### config.mk
export PLATFORM = sky130hd
export DESIGN_NAME = pc_stack_unit
export DESIGN_NICKNAME = d
export VERILOG_FILES = /design/src/rtl/pc_stack_unit.sv
export SDC_FILE = /design/constraint.sdc
export NUM_CORES = 1
export LEC_CHECK = 0
export CORE_ASPECT_RATIO = 0.5
export CORE_MARGIN = 5
export CORE_UTILIZATION = 54
export CTS_CLUSTER_SIZE = 25
export DETAILED_ROUTE_END_ITERATION = 8
export PLACE_DENSITY = 0.82
export SYNTH_ARGS = -nofsm -noshare
export SYNTH_HDL_FRONTEND = slang
export SYNTH_SLANG_ARGS = --single-unit
### constraint.sdc
create_clock -name clk -period 6.71 [get_ports clk]
set_input_delay 1.6775 -clock clk [delete_from_list [all_inputs] [get_ports clk]]
set_output_delay 1.6775 -clock clk [all_outputs]
set_load 0.05 [all_outputs]
### src/rtl/pc_stack_unit.sv
// ============================================================================
// pc_stack_unit : program counter with a hardware return-address stack.
// Optional build macro PC_STACK_WRAP_EN makes a push into a full stack
// overwrite the oldest entry instead of being dropped with ovf set.
// Rev 1.0
// ============================================================================
`default_nettype none

module pc_stack_unit #(
  parameter int AW = 16,
  parameter int DEPTH = 8,
  parameter logic [AW-1:0] VEC = {{(AW-1){1'b1}}, 1'b0}
) (
  input  logic                         clk,
  input  logic                         clear,
  input  logic                         ld,
  input  logic                         inc,
  input  logic                         rel,
  input  logic                         call,
  input  logic                         ret,
  input  logic                         ld_reserved,
  input  logic                         err_clr,
  input  logic [AW-1:0]                data_in,
  input  logic [AW-1:0]                offset,
  output logic [AW-1:0]                data_out,
  output logic [AW-1:0]                top,
  output logic [$clog2(DEPTH+1)-1:0]   level,
  output logic                         full,
  output logic                         empty,
  output logic                         ovf,
  output logic                         udf
);

  localparam int LW = $clog2(DEPTH+1);
  localparam int PW = $clog2(DEPTH);
  localparam logic [LW-1:0] LVL_MAX = LW'(DEPTH);
  localparam logic [PW-1:0] PTR_MAX = PW'(DEPTH-1);
  localparam logic [AW-1:0] PC_ONE = {{(AW-1){1'b0}}, 1'b1};
  localparam logic [LW-1:0] LVL_ONE = {{(LW-1){1'b0}}, 1'b1};

  logic [AW-1:0] pc;
  logic [LW-1:0] lvl;
  logic [PW-1:0] wp;          // next write slot; top lives at wp-1
  logic          ovf_q;
  logic          udf_q;
  logic [AW-1:0] mem [0:DEPTH-1];

  logic [PW-1:0] wp_inc;
  logic [PW-1:0] wp_dec;
  logic          full_w;
  logic          empty_w;
  logic [AW-1:0] top_val;

  logic [AW-1:0] pc_nxt;
  logic          push;
  logic          pop;
  logic [AW-1:0] push_val;
  logic          push_en;
  logic          ovf_evt;
  logic          udf_evt;

  assign wp_inc  = (wp == PTR_MAX) ? '0 : wp + 1'b1;
  assign wp_dec  = (wp == '0) ? PTR_MAX : wp - 1'b1;
  assign full_w  = (lvl == LVL_MAX);
  assign empty_w = (lvl == '0);
  assign top_val = empty_w ? '0 : mem[wp_dec];

  // Strict priority: only the highest-priority request acts this cycle.
  always_comb begin
    pc_nxt   = pc;
    push     = 1'b0;
    pop      = 1'b0;
    push_val = pc;
    udf_evt  = 1'b0;
    if (ld) begin
      pc_nxt = data_in;
    end else if (call) begin
      push     = 1'b1;
      push_val = pc + PC_ONE;
      pc_nxt   = data_in;
    end else if (ret) begin
      if (!empty_w) begin
        pop    = 1'b1;
        pc_nxt = top_val;
      end else begin
        udf_evt = 1'b1;
      end
    end else if (ld_reserved) begin
      push     = 1'b1;
      push_val = pc;
      pc_nxt   = VEC;
    end else if (rel) begin
      pc_nxt = pc + offset;
    end else if (inc) begin
      pc_nxt = pc + PC_ONE;
    end
  end

`ifdef PC_STACK_WRAP_EN
  // When full, wp points at the oldest entry, so writing there recycles it.
  assign push_en = push;
  assign ovf_evt = 1'b0;
`else
  assign push_en = push && !full_w;
  assign ovf_evt = push && full_w;
`endif

  always_ff @(posedge clk) begin
    if (clear) begin
      pc    <= '0;
      lvl   <= '0;
      wp    <= '0;
      ovf_q <= 1'b0;
      udf_q <= 1'b0;
    end else begin
      pc <= pc_nxt;
      if (push_en) begin
        wp <= wp_inc;
        if (!full_w) begin
          lvl <= lvl + LVL_ONE;
        end
      end else if (pop) begin
        wp  <= wp_dec;
        lvl <= lvl - LVL_ONE;
      end
      ovf_q <= ovf_evt | (ovf_q & ~err_clr);
      udf_q <= udf_evt | (udf_q & ~err_clr);
    end
  end

  // Storage is never reset; it is unobservable while the stack is empty.
  always_ff @(posedge clk) begin
    if (!clear && push_en) begin
      mem[wp] <= push_val;
    end
  end

  assign data_out = pc;
  assign top      = top_val;
  assign level    = lvl;
  assign full     = full_w;
  assign empty    = empty_w;
  assign ovf      = ovf_q;
  assign udf      = udf_q;

endmodule

`default_nettype wire

---- After elaboration in Yosys (flattened, before gate mapping) ----
Memory sizes are Yosys's and may differ from the RTL's.
Index checks and enable logic that the tools add are counted.
word-level totals
  RAM bits ................................ 128
  memories ................................ 1
  input port bits ......................... 41
  register bits ........................... 25
  output and inout port bits .............. 40
operators by class
  bitwise gates (word level) .............. 5
  reductions and logical operators ........ 11
  multiplexer cells ....................... 31
  add/sub/neg operators ................... 6
  equal/unequal tests ..................... 4
memory list
  name  depth  width  read ports  clocked after memory_dff  wr ports  RTL line  RTL
  mem   8      16     1           0                         1         46        logic [AW-1:0] mem [0:DEPTH-1];
operator list
  kind                                              count
  two-way mux 16 bit                                10
  adder 16 x 1 -> 16 bit, second input constant     1
  adder 16 bit                                      1
  two-way mux 1 bit                                 14
  two-way mux 3 bit                                 4
  two-way mux 4 bit                                 3
  nonzero test 6 bit                                1
  adder 4 x 1 -> 4 bit, second input constant       1
  equality test 4 bit, second input constant        1
  zero test 4 bit                                   1
  != test 4 bit, second input constant              1
  AND reduction 2 bit                               2
  subtractor 4 x 1 -> 4 bit, second input constant  1
  adder 3 x 1 -> 3 bit, second input constant       1
  equality test 3 bit, second input constant        1
  logical AND 1 bit                                 3
  zero test 3 bit                                   1
  subtractor 3 x 1 -> 3 bit, second input constant  1
  bitwise AND 1 bit                                 2
  zero test 1 bit                                   2
  != test 2 bit, second input constant              1
  OR 1 bit                                          2
  nonzero test 2 bit                                1
  NOT 1 bit                                         1

---- Depth between registers and ports, before layout ----
  depth in word-level cells ............... 8
  gate-level depth with buffers ........... 12
  depth with buffers taken out ............ 10

---- Worst setup path before layout ----
Ideal clock, no wire load.
  path type ............................... in2reg
  from .................................... input port ret
  to ...................................... memory mem[2][0], enable pin
  arrival ................................. 4.345 ns
  buffers on the path ..................... 1
  stages on the path ...................... 6
  setup slack ............................. 1.935 ns
  path through ............................ buf_2 > nor2b_1 > nor2_1 > nor3_2 > clkinv_1 > nor4_1
on the way
  word-level cells in the longest chain between the ends .. 7
ends and longest elaborated chain
  element                                  RTL line  RTL
  start, declared                          20        input logic ret,
  two-way mux 1 bit                        81        end else if (ret) begin
  two-way mux 1 bit                        77        end else if (call) begin
  two-way mux 1 bit                        75        if (ld) begin
  logical AND 1 bit                        104       assign push_en = push && !full_w;
  logical AND 1 bit                        133       if (!clear && push_en) begin
  two-way mux 1 bit                        133
  two-way mux 1 bit (not written as such)  134       mem[wp] <= push_val;
  end, declared                            46
No other way between the ends.

---- Worst setup path in the final report ----
  from .................................... register wp[0]
  to ...................................... output port top[9]
on the way
  word-level cells in the longest chain between the ends .. 4
  elaborated cells on any way between the ends .. 5
  classes of those cells .................. add/sub (1); mux (2); reduce/logical (1); memory (1)
ends and longest elaborated chain
  element                                                              RTL line  RTL
  start, declared                                                      43        logic [PW-1:0] wp;
  start signal, assigned                                               118       wp <= wp_inc;
  start signal, assigned                                               123       wp <= wp_dec;
  subtractor 3 x 1 -> 3 bit / zero test 3 bit (equally long branches)  63        assign wp_dec = (wp == '0) ? PTR_MAX : wp - 1'b1;
  two-way mux 3 bit (*)                                                63
  memory (8 x 16 bit) (*)                                              n/a
  two-way mux 16 bit (*)                                               66        assign top_val = empty_w ? '0 : mem[wp_dec];
  end, declared                                                        26        output logic [AW-1:0] top,
Mark *: on every way between the ends. The rest lies on a longest branch, timed or not.

==> impl_metrics.tcl <==
set metrics [dict create \
    outcome "finished, final reports clean" \
    core_sq_mm 0.0144 \
    clk_latency_ns 0.44 \
    postSynthAreaPerCell_sq_um 13.0 \
    netlist_area_sq_mm 0.00788 \
    via_per_inst 6.52 \
    synth_cells 606 \
    start_util_pct 54.7 \
    path_class "flop to primary output" \
    ios 81 \
    gr-total-overflow 0 \
    cts_sinks 153 \
    ys_ff_latch 153 \
    grt_pass1_wl_um 33400 \
    fmax_ghz 0.168 \
    syn2layout_area_growth_pct 20.3 \
    worst_hold_path.num_cells 2 \
    met2_usage_pct 40.5 \
    busiest_layer "met2" \
    p_per_area_mw_per_mm2 329 \
    fin_crit_sh_pct 88.6 \
    instances_no_fill 892 \
    slew-limit-headroom_pct 27.2 \
    rr_startpoint "wp[0]" \
    layout_min_cycle_time_ns 5.94 \
    worstRegToRegCells 10 \
    power_frac_comb_pct 31.3 \
    grt_antenna_before_repair 0 \
    nFillCells 966 \
    arrival_ns 4.27 \
    cts_tree "built" \
    ir_worst_vdd_mv 0.169 \
    nets 746 \
    p_sw_share_pct 36.2 \
    track_usage_pct 25.8 \
    maxSlewViolCount 0 \
    drv_cap 0 \
    placement.io_buffers 80 \
    dp_cells 860 \
    layout_commonest_cell "edfxtp_1" \
    place_congestion 0.935 \
    synth_cell_types 66 \
    hold_path_class "flop to flop" \
    htreeDepth 4 \
    final_cell_mix "128 x edfxtp_1, 80 x clkdlybuf4s50_1, 67 x nor2_1, 35 x nand2_1, 32 x a21oi_1" \
    ys_seq_area_share_pct 55.1 \
    holdBufCountCts 0 \
    finalClockSkew_ns 0.00894 \
    internal_power_mw 1.99 \
    power_frac_clock_pct 32.3 \
    numCtsBuffers 17 \
    r2r-end "data_out[4]" \
    power_leakage_nw 3.23 \
    p_sw_mw 1.13 \
    regArea_sq_mm 0.00434 \
    p_total_mw 3.11 \
    drc 0 \
    die_area_sq_mm 0.0173 \
    rrSetupSlack_ns 3.04 \
    final_hold_viol_count 0 \
    die_w_um 181 \
    hp-start "wp[1]" \
    worstSetupStartpoint "wp[0]" \
    crit_fanout 18 \
    holdPathEnd "wp[1]" \
    cts-resized-gates 0 \
    start_kind "flop" \
    wirelength_um 21900 \
    setup_violations 0 \
    dominantRegCellSynth "edfxtp_1" \
    wire_per_inst_um 24.6 \
    drtAntennaViolNets 0 \
    clk_path_buf_depth 2 \
    synth-edff-count 128 \
    grt_max_degree 31 \
    clkTransAtPathRegs_ns 0.07 \
    syn-num-nets 671 \
    die_y_um 95.4 \
    yosys_warnings 0 \
    endpoint_kind "primary output" \
    vias 5812 \
    grt_util_met3_pct 6.36 \
    cts_root_buf "clkbuf_16" \
    use_met1_pct 35.6 \
    crit_required_ns 5.03 \
    diodes 0 \
    final_core_util_pct 65.8 \
    worstMarginPinSlew_ns 1.09 \
    num_rows 31 \
    drive_above_1_share_pct 10.5 \
    finalSetupTns_ns 0 \
    grt_pass1_vias 5677 \
    multiInputGateArea_sq_mm 0.00338 \
    drt-pass1-iter-count 6 \
    dpl.hpwl_um 14100 \
    drtIter0Drc 785 \
    postSynth.asyncResetShare_pct 0 \
    post_cts_buffers 0 \
    seqPwrFrac_pct 36.4 \
    grt_setup_unrepaired "no" \
]
==> critical path, cell delays in order (launching register included) <==
cell	delay (ns)
dfxtp_1	0.55
inv_1	0.17
ha_1	0.25
ha_1	0.23
nor2b_4	0.62
buf_4	0.33
mux4_2	0.54
mux2i_1	0.28
nor2_1	0.12
clkdlybuf4s50_1	0.73
==> sequential cells by signal, summed over array words and instances (netlist names) <==
| signal | count |
|---|---|
| data_out | 16 |
| wp | 3 |
| ovf | 1 |
| mem | 128 |
| level | 4 |
| udf | 1 |
==> cells in the mapped netlist, types with 16 or more instances <==
| cell | n | area [sq um] |
|---|---|---|
| xnor2_1 | 24 | 210 |
| nor2_1 | 69 | 259 |
| nand3_1 | 16 | 80.1 |
| edfxtp_1 | 128 | 3840 |
| clkbuf_1 | 19 | 71.3 |
| dfxtp_1 | 25 | 500 |
| o21ai_0 | 17 | 85.1 |
| mux4_1 | 20 | 526 |
| a21oi_1 | 32 | 160 |
| nand2_1 | 35 | 131 |
| nor3_1 | 16 | 80.1 |
| ha_1 | 22 | 275 |
==> how the worst max path moves through the flow <==
stage | to | slack [ns] | cells past startpoint
floorplan | mem[2][0] | 1.94 | 6
global placement | top[9] | 1.52 | 9
detailed placement | top[9] | 1.34 | 9
CTS | top[9] | 0.81 | 9
global route | top[9] | 0.65 | 9
finish | top[9] | 0.77 | 9
==> power by group through the flow <==
stage | combinational (mW) | sequential (mW) | clock (mW)
6_report | 0.975 | 1.13 | 1.00
3_3_place_gp | 0.926 | 1.15 | 0
5_1_grt | 1.02 | 1.14 | 1.05
2_1_floorplan | 0.601 | 1.19 | 0
4_1_cts | 0.962 | 1.13 | 1.01
3_5_place_dp | 0.946 | 1.15 | 0
==> per-stage QoR <==
step / cell area (sq um) / setup WS, ns / hold slack [ns]
3_5_place_dp: 8860 / 1.34 / 0.561
2_1_floorplan: 7880 / 1.94 / 0.490
6_report: 9470 / 0.767 / 0.600
3_3_place_gp: 8860 / 1.52 / 0.526
4_1_cts: 9470 / 0.809 / 0.576
5_1_grt: 9470 / 0.649 / 0.604
==> cells by family (layout without fill, tap and decap cells) <==
| group | after synthesis | in the layout | synth area share [%] |
|---|---|---|---|
| adders and majority gates | 24 | 24 | 4.00 |
| xor gates and xnor gates | 38 | 38 | 4.22 |
| DFF | 153 | 153 | 55.1 |
| AOI/OAI and AO/OA | 121 | 121 | 10.6 |
| buffers and inverters | 41 | 129 | 2.62 |
| muxes | 45 | 45 | 11.8 |
| and+or+nand+nor | 184 | 184 | 11.6 |
==> final cells by class <==
| type | instances | share of cell area (%) |
|---|---|---|
| sequential | 153 | 45.9 |
| multi-input combinational | 412 | 35.7 |
| timing repair buffer | 88 | 9.09 |
| clock buffer | 18 | 4.53 |
| tap | 198 | 2.62 |
| clock inverter | 14 | 1.89 |
| inverter | 9 | 0.357 |
==> layer usage <==
layer	share of wire, %	wire length [um]
met5	0	0
met4	2.4	525
met3	11	2510
met2	45	9930
met1	41	8970
(Power assumes the default switching activity.)
